[config.mk]
export PLATFORM = sky130hd
export DESIGN_NAME = hoop_round_ctrl
export DESIGN_NICKNAME = d
export VERILOG_FILES = /design/src/rtl/hoop_pkg.sv /design/src/rtl/hoop_debounce.sv /design/src/rtl/hoop_round_ctrl.sv
export SDC_FILE = /design/constraint.sdc
export NUM_CORES = 1
export LEC_CHECK = 0
export BUFFER_PORTS_ARGS = -buffer_cell sky130_fd_sc_hd__buf_2
export CAP_MARGIN = 20
export CORE_AREA = 2 2 130 101
export DETAILED_ROUTE_END_ITERATION = 10
export DIE_AREA = 0 0 132 103
export HOLD_SLACK_MARGIN = 0.02
export PLACE_DENSITY = 0.6
export SYNTH_ARGS = -nofsm -noshare
export SYNTH_HDL_FRONTEND = slang
export SYNTH_HIERARCHICAL = 1
export SYNTH_SLANG_ARGS = --single-unit
[constraint.sdc]
create_clock -name clock -period 4.24 [get_ports clock]
set_clock_uncertainty 0.05 [all_clocks]
set_input_delay 0.212 -clock clock [delete_from_list [all_inputs] [get_ports clock]]
set_output_delay 0.212 -clock clock [all_outputs]
set_load 0.03 [all_outputs]
[src/rtl/hoop_pkg.sv]
// Shared types, default constants and sizing helper for the hoop round controller.
package hoop_pkg;

   typedef enum logic [1:0] {
      IDLE = 2'd0,
      RUN  = 2'd1,
      OVER = 2'd2
   } state_e;

   localparam int unsigned DEF_TICK_DIV        = 50000000;
   localparam int unsigned DEF_ROUND_SECS      = 10;
   localparam int unsigned DEF_DEBOUNCE_CYCLES = 500000;

   // Index/counter width for n states or items, never below one bit.
   function automatic int unsigned idx_w(input int unsigned n);
      return (n > 1) ? $clog2(n) : 1;
   endfunction

endpackage

[src/rtl/hoop_debounce.sv]
// Single hoop channel: 2-FF synchroniser, stability counter, accepted level and
// combinational rising-edge strobe that coincides with the accepted level update.
module hoop_debounce
   import hoop_pkg::*;
#(
   parameter int unsigned DEBOUNCE_CYCLES = DEF_DEBOUNCE_CYCLES
) (
   input  logic clk_i,
   input  logic rst_i,
   input  logic raw_i,
   output logic rise_c_o
);

   localparam int unsigned        CNT_W   = idx_w(DEBOUNCE_CYCLES);
   localparam logic [CNT_W-1:0]   CNT_MAX = CNT_W'(DEBOUNCE_CYCLES - 1);

   logic [1:0]       sync_q;
   logic [CNT_W-1:0] cnt_q, cnt_d;
   logic             level_q, level_d;

   // Counter only advances while the synchronised input disagrees with the accepted level.
   always_comb begin
      cnt_d   = '0;
      level_d = level_q;
      if (sync_q[1] != level_q) begin
         if (cnt_q == CNT_MAX) begin
            level_d = sync_q[1];
         end else begin
            cnt_d = cnt_q + CNT_W'(1);
         end
      end
   end

   assign rise_c_o = level_d & ~level_q;

   always_ff @(posedge clk_i) begin
      if (rst_i) begin
         sync_q  <= '0;
         cnt_q   <= '0;
         level_q <= 1'b0;
      end else begin
         sync_q  <= {sync_q[0], raw_i};
         cnt_q   <= cnt_d;
         level_q <= level_d;
      end
   end

endmodule

[src/rtl/hoop_round_ctrl.sv]
// Round controller: countdown timer, debounced per-hoop scoring and leader tracking.
// Define FINAL_BONUS_EN to score +2 per basket while time_left <= BONUS_SECS.
module hoop_round_ctrl
   import hoop_pkg::*;
#(
   parameter int unsigned TICK_DIV        = DEF_TICK_DIV,
   parameter int unsigned ROUND_SECS      = DEF_ROUND_SECS,
   parameter int unsigned NUM_HOOPS       = 2,
   parameter int unsigned SCORE_W         = 8,
   parameter int unsigned TIME_W          = 8,
   parameter int unsigned DEBOUNCE_CYCLES = DEF_DEBOUNCE_CYCLES
`ifdef FINAL_BONUS_EN
   ,
   parameter int unsigned BONUS_SECS      = 3
`endif
) (
   input  logic                           clock,
   input  logic                           reset,
   input  logic                           start,
   input  logic [NUM_HOOPS-1:0]           hoop_in,
   output logic [TIME_W-1:0]              time_left,
   output logic [NUM_HOOPS*SCORE_W-1:0]   score_flat,
   output logic                           running,
   output logic                           game_over,
   output logic                           round_done,
   output logic                           tick,
   output logic [SCORE_W-1:0]             best_score,
   output logic [idx_w(NUM_HOOPS)-1:0]    best_hoop
);

   localparam int unsigned        PRE_W   = idx_w(TICK_DIV);
   localparam int unsigned        IDX_W   = idx_w(NUM_HOOPS);
   localparam logic [PRE_W-1:0]   PRE_MAX = PRE_W'(TICK_DIV - 1);
   localparam logic [TIME_W-1:0]  ROUND_T = TIME_W'(ROUND_SECS);

   state_e                       state_q, state_d;
   logic [PRE_W-1:0]             pre_q, pre_d;
   logic [TIME_W-1:0]            time_q, time_d;
   logic [NUM_HOOPS*SCORE_W-1:0] score_q, score_d;
   logic                         tick_q, tick_d;
   logic                         done_q, done_d;
   logic                         run_q, over_q;
   logic                         clear_c;
   logic [SCORE_W-1:0]           best_q, best_d;
   logic [IDX_W-1:0]             best_idx_q, best_idx_d;
   logic [NUM_HOOPS-1:0]         rise_c;
   logic [SCORE_W-1:0]           inc_c;

   for (genvar g = 0; g < NUM_HOOPS; g++) begin : g_deb
      hoop_debounce #(
         .DEBOUNCE_CYCLES (DEBOUNCE_CYCLES)
      ) u_deb (
         .clk_i    (clock),
         .rst_i    (reset),
         .raw_i    (hoop_in[g]),
         .rise_c_o (rise_c[g])
      );
   end

`ifdef FINAL_BONUS_EN
   assign inc_c = (time_q <= TIME_W'(BONUS_SECS)) ? SCORE_W'(2) : SCORE_W'(1);
`else
   assign inc_c = SCORE_W'(1);
`endif

   function automatic logic [SCORE_W-1:0] sat_add(input logic [SCORE_W-1:0] a,
                                                  input logic [SCORE_W-1:0] b);
      logic [SCORE_W:0] sum;
      sum = {1'b0, a} + {1'b0, b};
      return sum[SCORE_W] ? {SCORE_W{1'b1}} : sum[SCORE_W-1:0];
   endfunction

   // Round FSM, prescaler/timer and scoring.
   always_comb begin
      state_d = state_q;
      pre_d   = pre_q;
      time_d  = time_q;
      score_d = score_q;
      tick_d  = 1'b0;
      done_d  = 1'b0;
      clear_c = 1'b0;
      unique case (state_q)
         IDLE, OVER: begin
            if (start) begin
               state_d = RUN;
               pre_d   = '0;
               time_d  = ROUND_T;
               score_d = '0;
               clear_c = 1'b1;
            end
         end
         RUN: begin
            if (pre_q == PRE_MAX) begin
               pre_d  = '0;
               tick_d = 1'b1;
               time_d = time_q - TIME_W'(1);
               if (time_q == TIME_W'(1)) begin
                  state_d = OVER;
                  done_d  = 1'b1;
               end
            end else begin
               pre_d = pre_q + PRE_W'(1);
            end
            for (int i = 0; i < NUM_HOOPS; i++) begin
               if (rise_c[i]) begin
                  score_d[i*SCORE_W +: SCORE_W] = sat_add(score_q[i*SCORE_W +: SCORE_W], inc_c);
               end
            end
         end
         default: state_d = IDLE;
      endcase
   end

   // Leader over the registered scores; strict compare keeps the lowest index on ties.
   always_comb begin
      best_d     = '0;
      best_idx_d = '0;
      for (int i = 0; i < NUM_HOOPS; i++) begin
         if (score_q[i*SCORE_W +: SCORE_W] > best_d) begin
            best_d     = score_q[i*SCORE_W +: SCORE_W];
            best_idx_d = IDX_W'(i);
         end
      end
   end

   always_ff @(posedge clock) begin
      if (reset) begin
         state_q    <= IDLE;
         pre_q      <= '0;
         time_q     <= ROUND_T;
         score_q    <= '0;
         tick_q     <= 1'b0;
         done_q     <= 1'b0;
         run_q      <= 1'b0;
         over_q     <= 1'b0;
         best_q     <= '0;
         best_idx_q <= '0;
      end else begin
         state_q <= state_d;
         pre_q   <= pre_d;
         time_q  <= time_d;
         score_q <= score_d;
         tick_q  <= tick_d;
         done_q  <= done_d;
         run_q   <= (state_d == RUN);
         over_q  <= (state_d == OVER);
         if (clear_c) begin
            best_q     <= '0;
            best_idx_q <= '0;
         end else begin
            best_q     <= best_d;
            best_idx_q <= best_idx_d;
         end
      end
   end

   assign time_left  = time_q;
   assign score_flat = score_q;
   assign running    = run_q;
   assign game_over  = over_q;
   assign round_done = done_q;
   assign tick       = tick_q;
   assign best_score = best_q;
   assign best_hoop  = best_idx_q;

endmodule

# Word-level counts from Yosys, hierarchy flattened

Cells that the tools add are included.

Register bits: 109
Latch bits: 0
RAM bits: 0
Output and inout port bits: 37
ROM bits: 0
Logic and storage cells: 86
Memories: 0

Div/mod/pow operators: 0
Multiply operators: 0
Bitwise logic cells: 8
Magnitude comparators: 2
Equality and inequality tests: 14
Shift-type cells: 0
Add/subtract/negate cells: 6
Mux-type cells: 27
Reduce and logical (&&, ||, !) cells: 12

Operators by type and width:

| kind                                                                             | number |
|---|---|
| 8-bit two-way mux                                                                | 8 |
| 26-bit two-way mux                                                               | 2 |
| 26-bit case mux with 2 select lines                                              | 1 |
| 19-bit by 1-bit adder with 19-bit output (second input constant)                 | 2 |
| 19-bit equality test (second input constant)                                     | 2 |
| 16-bit case mux with 2 select lines                                              | 1 |
| 26-bit by 1-bit adder with 26-bit output (second input constant)                 | 1 |
| 26-bit equality test (second input constant)                                     | 1 |
| 8-bit by 1-bit adder with 9-bit output (second input constant)                   | 2 |
| 16-bit two-way mux                                                               | 1 |
| 8-bit case mux with 2 select lines                                               | 1 |
| 1-bit two-way mux                                                                | 9 |
| 3-bit AND reduction                                                              | 3 |
| 3-bit OR reduction                                                               | 3 |
| 8-bit by 1-bit equality test with 1-bit output (second input constant)           | 1 |
| 8-bit by 1-bit greater-than comparator with 1-bit output (second input constant) | 1 |
| 8-bit greater-than comparator                                                    | 1 |
| 8-bit by 1-bit subtractor with 8-bit output (second input constant)              | 1 |
| 2-bit two-way mux                                                                | 3 |
| 1-bit inverter                                                                   | 6 |
| 2-bit OR reduction                                                               | 3 |
| 2-bit by 1-bit equality test with 1-bit output (second input constant)           | 2 |
| 2-bit equality test (second input constant)                                      | 2 |
| 2-bit by 1-bit inequality test with 1-bit output (second input constant)         | 2 |
| other kinds (7)                                                                  | 10 |

# Depth between registers and ports, before layout

Gate-level depths: netlist of the first run.

Depth after elaboration: 6
Gate-level depth with buffers: 12
Gate-level depth less buffers: 11

# By module

The synthesis of the first run kept the hierarchy.

Modules (own cells, without submodules):

| module          | cells each | instances | area an instance (um^2) | sequential area each (um^2) |
|---|---|---|---|---|
| hoop_round_ctrl | 418        | 1         | 3394.5                  | 1301.2 |
| hoop_debounce   | 106        | 2         | 1019.7                  | 440.4 |

# Least setup slack after synthesis of the first run

Ideal clock, no wire load.

Kind: flip-flop to flip-flop
From: register score_q[0] (netlist: score_flat[0])
To: register best_q[4] (netlist: best_score[4])
Slack: 1259 ps
Period minus slack after synthesis: 2981 ps
Arrival: 2803 ps
Library setup time: 128 ps
Cell stages (with the launch flop): 13
Path through: dfxtp_1 -> inv_1 -> ha_1 -> nor4b_1 -> a21oi_1 -> inv_1 -> ha_1 -> and3_1 -> a221o_1 -> o211ai_1 -> buf_1 -> mux2i_1 -> nor2_1

Longest elaborated chain between the ends: 4

RTL lines:

| element                                                  | RTL line               | RTL |
|---|---|---|
| start, declared                                          | hoop_round_ctrl.sv:39  | `logic [NUM_HOOPS*SCORE_W-1:0] score_q, score_d;` |
| start signal, assigned                                   | hoop_round_ctrl.sv:142 | `score_q <= score_d;` |
| 8-bit by 1-bit greater-than comparator with 1-bit output | hoop_round_ctrl.sv:119 | `if (score_q[i*SCORE_W +: SCORE_W] > best_d) begin` |
| 8-bit two-way mux (*)                                    | hoop_round_ctrl.sv:119 |  |
| 8-bit greater-than comparator                            | hoop_round_ctrl.sv:119 |  |
| 8-bit two-way mux (*)                                    | hoop_round_ctrl.sv:119 |  |
| end signal, assigned                                     | hoop_round_ctrl.sv:151 | `best_q <= best_d;` |
| end, declared                                            | hoop_round_ctrl.sv:44  | `logic [SCORE_W-1:0] best_q, best_d;` |

Every way passes the cells marked *; elsewhere a longest branch is shown, timed or not.
A chain may end at the register's enable or synchronous reset.

# Worst setup path after layout of the first run

From: register score_q[0] (netlist: score_flat[0])
To: register best_q[5] (netlist: best_score[5])

The elaborated chain is that of the path after synthesis.

==> results of run 1 <==
==> cells in the mapped netlist, types with 7 or more instances <==
cell type	number
and3_1	14
nand2b_1	14
mux2i_1	15
ha_1	16
inv_1	16
xor2_1	18
nor2b_1	7
clkbuf_1	16
nor4_1	10
and4_1	10
a31oi_1	22
o21ai_0	29
or3_1	8
a21oi_1	33
dfxtp_1	109
nand3b_1	7
nand3_1	42
nor3_1	9
nor2_1	76
xnor2_1	17
nand4_1	22
nand2_1	45
==> power groups by stage <==
stage               registers [mW]  logic [mW]  clock network [mW]
floorplan                     1.06      0.0478                   0
global placement              1.06      0.0646                   0
detailed placement            1.06      0.0654                   0
CTS                           1.03      0.0658               0.819
global route                  1.03      0.0737               0.857
finish                        1.03      0.0657               0.798
==> cell families after synthesis <==
logic type | count (synthesis)
compound gates | 121
xor+xnor | 35
fa+ha+maj | 16
buf+inv | 40
flops | 109
mux | 15
simple gates | 294
==> layout make-up <==
type	count	area, µm²	area share, %
clock buffer	11	243	4.02
clock inverter	5	35.0	0.580
inverter	16	60.1	0.995
multi-input combinational	481	3070	50.8
sequential	109	2180	36.2
tap	171	214	3.54
timing repair buffer	45	233	3.86
==> path summary, 6_finish.rpt <==
kind                            startpoint                        to  cells past startpoint
setup / recovery             score_flat[0]             best_score[5]                     12
hold / removal                  hoop_in[1]  g_deb[1].u_deb/sync_q[0]                      2
setup reg to reg             score_flat[0]             best_score[5]                     12
hold reg to reg   g_deb[1].u_deb/sync_q[0]  g_deb[1].u_deb/sync_q[1]                      1
==> flip-flops by register name (all words and copies together), names as in the netlist <==
| register | cells |
|---|---|
| g_deb.u_deb/sync_q | 4 |
| best_hoop | 1 |
| pre_q | 26 |
| tick | 1 |
| time_left | 8 |
| best_score | 8 |
| state_q | 2 |
| running | 1 |
| game_over | 1 |
| score_flat | 16 |
| round_done | 1 |
| g_deb.u_deb/cnt_q | 38 |
| g_deb.u_deb/level_q | 2 |
==> metrics by stage <==
step,hold slack (ps),total power [mW]
6_report,28.5,1.90
5_1_grt,28.6,1.96
4_1_cts,20.3,1.92
3_5_place_dp,387,1.12
3_3_place_gp,377,1.12
2_1_floorplan,234,1.11
==> per-layer routing <==
layer | vias to the layer above | share of wire, %
met5 | - | 0
met4 | 0 | 1.1
met3 | 13 | 3.4
met2 | 96 | 45
met1 | 2222 | 51
li1 | 2362 | -
==> reports/results.ini, run 1 <==
[final_layout]
stdcell_area_um2 = 6040
layout.cells.non_filler = 838
layout_commonest_cell = dfxtp_1
insertedDiodeCount = 0
final_cell_mix = dfxtp_1 (109), nor2_1 (76), nand2_1 (45), nand3_1 (42), buf_2 (41)
area_delta_synth_final_pct = 11.1
drive_gt1_share_pct = 12.0
fin_util_pct = 48.4
layout.nets = 683
fillers = 1221

[logic_synthesis]
yosysWarnings = 6
synth_simple_gate_area_share_pct = 29.8
synth_seq_area_share_pct = 40.2
synth_ff_type = dfxtp_1
synthMuxAreaShare_pct = 2.76
syn_nets = 651
synth_area_leaders = dfxtp_1 (40%), nor2_1 (5.2%), nand3_1 (3.9%), ha_1 (3.7%), nand2_1 (3.1%)
synth_area_per_cell_um2 = 8.63
yosysTopAreaCellShare_pct = 40.2
synth_edf_count = 0
synth_top_cell_by_area = dfxtp_1
synthAdderAreaFrac_pct = 3.68
synth-xor-area-share_pct = 5.64
synth_compound_area_share_pct = 14.4
synth_area_um2 = 5430
ys_seq_elements = 109
synth_top_family_by_area = simple AND/OR/NAND/NOR gates
yosys.cell_types.count = 55
synthArstFlopShare_pct = 0
syn_inst = 630

[sta]
maxSlewViolCount = 0
setup_viol = 0
rsz0062_at_grt = no
fin_setup_tns_ps = 0
worstMarginPinSlew_ps = 987
period_share_pct = 70.4
max_freq_mhz = 335
maxSlewHeadroom_pct = 34.0
setup_slack_ps = 1260
finalHoldViolCount = 0
min_period_ps = 2980

[pwr]
switching_power_mw = 0.434
p_leak_nw = 2.22
max-vdd-ir-drop_v = 0.000231
internal-power_mw = 1.46
seqPwrFrac_pct = 54.5
switching_share_pct = 22.9
p_per_area_nw_per_um2 = 314
pwr-share-comb_pct = 3.5
power_frac_clock_pct = 42.0

[worst_hold_path]
hold_class = in2reg

[worst_setup_path]
critPathTopFamily = compound AO/OA/AOI/OAI gates
arrival_ps = 3140
worst_setup_path_end_kind = register
cpPeakStageDelay_ps = 370
startpoint_type = register
crit_fanout = 7
cp_num_buf_inv = 3
crit_chain = inv_1 > ha_1 > nor4b_1 > a21oi_1 > inv_1 > ha_1 > and3_1 > a221o_1 > o211ai_1 > buf_4 > mux2i_1 > nor2_1
rrSetupSlack_ps = 1260
worstSetupPathType = reg2reg
cp_data_required_time_ps = 4400
worst_path_max_delay_cell = dfxtp_1

[clock_tree]
clk_pin_slew_ps = 70
post_cts_buffers = 0
clock-sinks = 109
cts_buffers = 9
clk_latency_ps = 350
holdBufCountCts = 0
cts_tree = done
clockBufferDepth = 2
cts_resized = 0
cts-root-buf = clkbuf_16
cts_max_level = 3

[placed_design]
placed_cell_area_um2 = 5750
place_hpwl_um = 8830
dp.cells = 821
pre_cts_slack_ps = 1270
port_buffers = 41
routabilityCongestion = 0.849

[global_routing]
use_met1_pct = 25.3
grt_max_degree = 38
grt_pass1_wl_um = 20500
grt_usage_pct = 18.4
grtUsageMet2_pct = 29.4
grt-ovfl-total = 0
use_met3_pct = 3.64
first_global_vias = 4256
top_usage_layer = met2
antenna_found_initial = 0

[routing]
vias_per_cell = 5.60
wl_um = 12500
wl_per_cell_um = 14.9
drtIter0Drc = 298
dr.pass1.iters = 4
ant_nets = 0
dr_total_vias = 4693
drc = 0

[run_status]
status = finished, final reports clean

[floorplan]
initial_utilization_pct = 43.6
fp.dieH_um = 103
rows = 36
dieArea_um2 = 13600
ios = 42
die_w_um = 132
coreArea_um2 = 12500

[flow_run]
maxCapViolations = 0

Power figures use the tool's default switching activity.
==> run 2, diff against run 1 <==
--- a/config.mk
+++ b/config.mk
@@ -11,7 +11,7 @@
 export DETAILED_ROUTE_END_ITERATION = 10
 export DIE_AREA = 0 0 132 103
 export HOLD_SLACK_MARGIN = 0.02
-export PLACE_DENSITY = 0.6
+export PLACE_DENSITY = 0.62
 export SYNTH_ARGS = -nofsm -noshare
 export SYNTH_HDL_FRONTEND = slang
 export SYNTH_HIERARCHICAL = 1
==> constraint.sdc (replaced) <==
create_clock -name clock -period 2.5 [get_ports clock]
set_clock_uncertainty 0.05 [all_clocks]
set_input_delay 0.125 -clock clock [delete_from_list [all_inputs] [get_ports clock]]
set_output_delay 0.125 -clock clock [all_outputs]
set_load 0.03 [all_outputs]
==> reports/results.ini, run 2 (synthesized netlist as in run 1, its figures left out) <==
[worst_setup_path]
startpoint_type = register  ; unchanged
r2r_start = score_flat[0]  ; unchanged
worst_path_max_delay_cell = dfxtp_4  ; was dfxtp_1
reg2regPathDepth = 12  ; unchanged
cp_data_required_time_ps = 2690  ; was 4400 ps
timing.critical_path.mode_cell = ha_4
crit_fanout = 5  ; was 7
cpPeakStageDelay_ps = 360  ; was 370 ps
rrSetupSlack_ps = 50  ; was 1260 ps
arrival_ps = 2640  ; was 3140 ps
worstSetupPathType = reg2reg  ; unchanged
worst_setup_path_end_kind = register  ; unchanged
crit_chain = inv_4 > ha_4 > nor4b_4 > a21oi_2 > inv_2 > ha_4 > and3_4 > a221o_1 > o211ai_1 > buf_4 > mux2i_1 > nor2_1  ; was inv_1 > ha_1 > nor4b_1 > a21oi_1 > inv_1 > ha_1 > and3_1 > a221o_1 > o211ai_1 > buf_4 > mux2i_1 > nor2_1
worstReg2RegEnd = best_score[6]  ; was best_score[5]

[clock_tree]
cts_buffers = 9  ; unchanged
cts-root-buf = clkbuf_16  ; unchanged
clock-sinks = 109  ; unchanged
clk_pin_slew_ps = 80  ; was 70 ps
cts_tree = done  ; unchanged
clockBufferDepth = 2  ; unchanged
clk_latency_ps = 350  ; about the same
cts_max_level = 3  ; unchanged

[final_layout]
fillers = 1181  ; was 1,221
stdcell_area_um2 = 6600  ; was 6040 µm²
final_cell_mix = dfxtp_1 (104), nor2_1 (75), buf_4 (48), nand2_1 (45), nand3_1 (42)  ; was dfxtp_1 (109), nor2_1 (76), nand2_1 (45), nand3_1 (42), buf_2 (41)
fin_util_pct = 52.9  ; was 48.4%
top_register = g_deb.u_deb/cnt_q  ; unchanged
largest_reg_flops = 38  ; unchanged
insertedDiodeCount = 0  ; unchanged
area_delta_synth_final_pct = 21.4  ; was 11.1%
layout.nets = 731  ; was 683
drive_gt1_share_pct = 20.1  ; was 12.0%
layout_commonest_cell = dfxtp_1  ; unchanged

[global_routing]
grt-ovfl-total = 0  ; unchanged
grt_usage_pct = 19.9  ; was 18.4%
antenna_found_initial = 0  ; unchanged
grt_max_degree = 29  ; was 38
grt_pass1_wl_um = 22000  ; was 20,500 µm
first_global_vias = 4568  ; was 4,256

[routing]
m1WireLength_um = 6600  ; was 6360 µm
drtIter0Drc = 265  ; was 298
drc = 0  ; unchanged
wl_um = 13200  ; was 12,500 µm
ant_nets = 0  ; unchanged
wl_per_cell_um = 14.9  ; about the same
dr_total_vias = 4960  ; was 4,693
vias_per_cell = 5.60  ; about the same
dr.pass1.iters = 5  ; was 4
wl_met3_um = 526  ; was 420 µm
top_layer = met4  ; unchanged
dr_wl_met2_um = 5820  ; was 5550 µm

[floorplan]
initial_utilization_pct = 43.6  ; unchanged
rows = 36  ; unchanged
fp.dieH_um = 103  ; unchanged
die_w_um = 132  ; unchanged
dieArea_um2 = 13600  ; unchanged
ios = 42  ; unchanged
coreArea_um2 = 12500  ; unchanged

[sta]
hold_slack_ps = 39.1  ; was 28.5 ps
maxSlewViolCount = 0  ; unchanged
finalHoldViolCount = 0  ; unchanged
rsz0062_at_grt = yes  ; was no
setup_slack_ps = 53.5  ; was 1260 ps
period_share_pct = 97.9  ; was 70.4%
min_period_ps = 2450  ; was 2980 ps
setup_viol = 0  ; unchanged
worstMarginPinSlew_ps = 606  ; was 987 ps
maxSlewHeadroom_pct = 59.2  ; was 34.0%
max_freq_mhz = 409  ; was 335 MHz

[placed_design]
place_hpwl_um = 9540  ; was 8830 µm
placed_cell_area_um2 = 6100  ; was 5750 µm²
routabilityCongestion = 0.900  ; was 0.849
port_buffers = 41  ; unchanged
pre_cts_slack_ps = -18.7  ; was 1270 ps

[worst_hold_path]
whs_endpoint = pre_q[6]  ; was g_deb[1].u_deb/sync_q[0]
hold_class = in2reg  ; unchanged
holdCritStartpoint = reset  ; was hoop_in[1]
hold_path_depth = 2  ; unchanged

[pwr]
p_leak_nw = 2.53  ; was 2.22 nW
p_per_area_nw_per_um2 = 546  ; was 314 nW/µm²
max-vdd-ir-drop_v = 0.000424  ; was 0.000231 V

[run_status]
status = finished, final reports clean  ; unchanged

[flow_run]
maxCapViolations = 0  ; unchanged

[run 2: final cells by class]
cell class	instances	area [µm²]	area share, %
flip-flops and latches	109	2190	33.3
clock buffers	10	250	3.79
repair buffers	93	617	9.35
clock inverters	6	115	1.75
multi-input cells	481	3140	47.6
well taps	171	214	3.24
inverters	16	65.1	0.986
[run 2: layer usage]
metal  GRT usage (%)  up-vias
met3            4.57       23
li1                -     2468
met1            27.0     2370
met5               0        -
met2            31.7       99
met4            6.61        0
[run 2: what timing repair did]
item,in CTS,in global routing
endpoints found under the hold margin,2,0
pin swaps,5,13
setup endpoints to repair,8,17
setup buffers,2,1
cloned,1,0
resized for setup,4,17
hold buffers,2,0
[run 2: metrics by stage]
step / power [mW] / setup TNS (ps) / std cells
5_1_grt: 3.72 / -487 / 886
3_3_place_gp: 1.92 / 0 / 864
4_1_cts: 3.64 / 0 / 885
6_report: 3.60 / 0 / 886
2_1_floorplan: 1.87 / 0 / 630
3_5_place_dp: 1.92 / -78.0 / 864
[run 2: worst max-delay path: cells and delay by family (launching register included)]
kind	cells	cell delay (ps)
AND/OR/NAND/NOR	3	430
adder cells (fa/ha/maj)	2	310
multiplexers	1	190
AO/OA/AOI/OAI	3	640
buffers and inverters	3	370
flip-flops	1	360
[run 2: worst max-delay path by stage]
| stage | cells past startpoint | slack, ps | start | to |
|---|---|---|---|---|
| finish | 12 | 50 | score_flat[0] | best_score[6] |
| global route | 12 | -80 | score_flat[0] | best_score[7] |
| CTS | 12 | 0.5 | score_flat[0] | best_score[2] |
| detailed placement | 12 | -20 | score_flat[0] | best_score[0] |
| global placement | 12 | 40 | score_flat[0] | best_score[2] |
| floorplan | 12 | 7 | score_flat[0] | best_score[7] |
[run 2: where the power goes]
part | leakage [nW] | switching, mW | internal [mW] | total (mW)
Clock | 0.174 | 0.673 | 1.05 | 1.72
Sequential | 0.883 | 0.00878 | 1.74 | 1.75
Combinational | 1.47 | 0.0860 | 0.0464 | 0.132
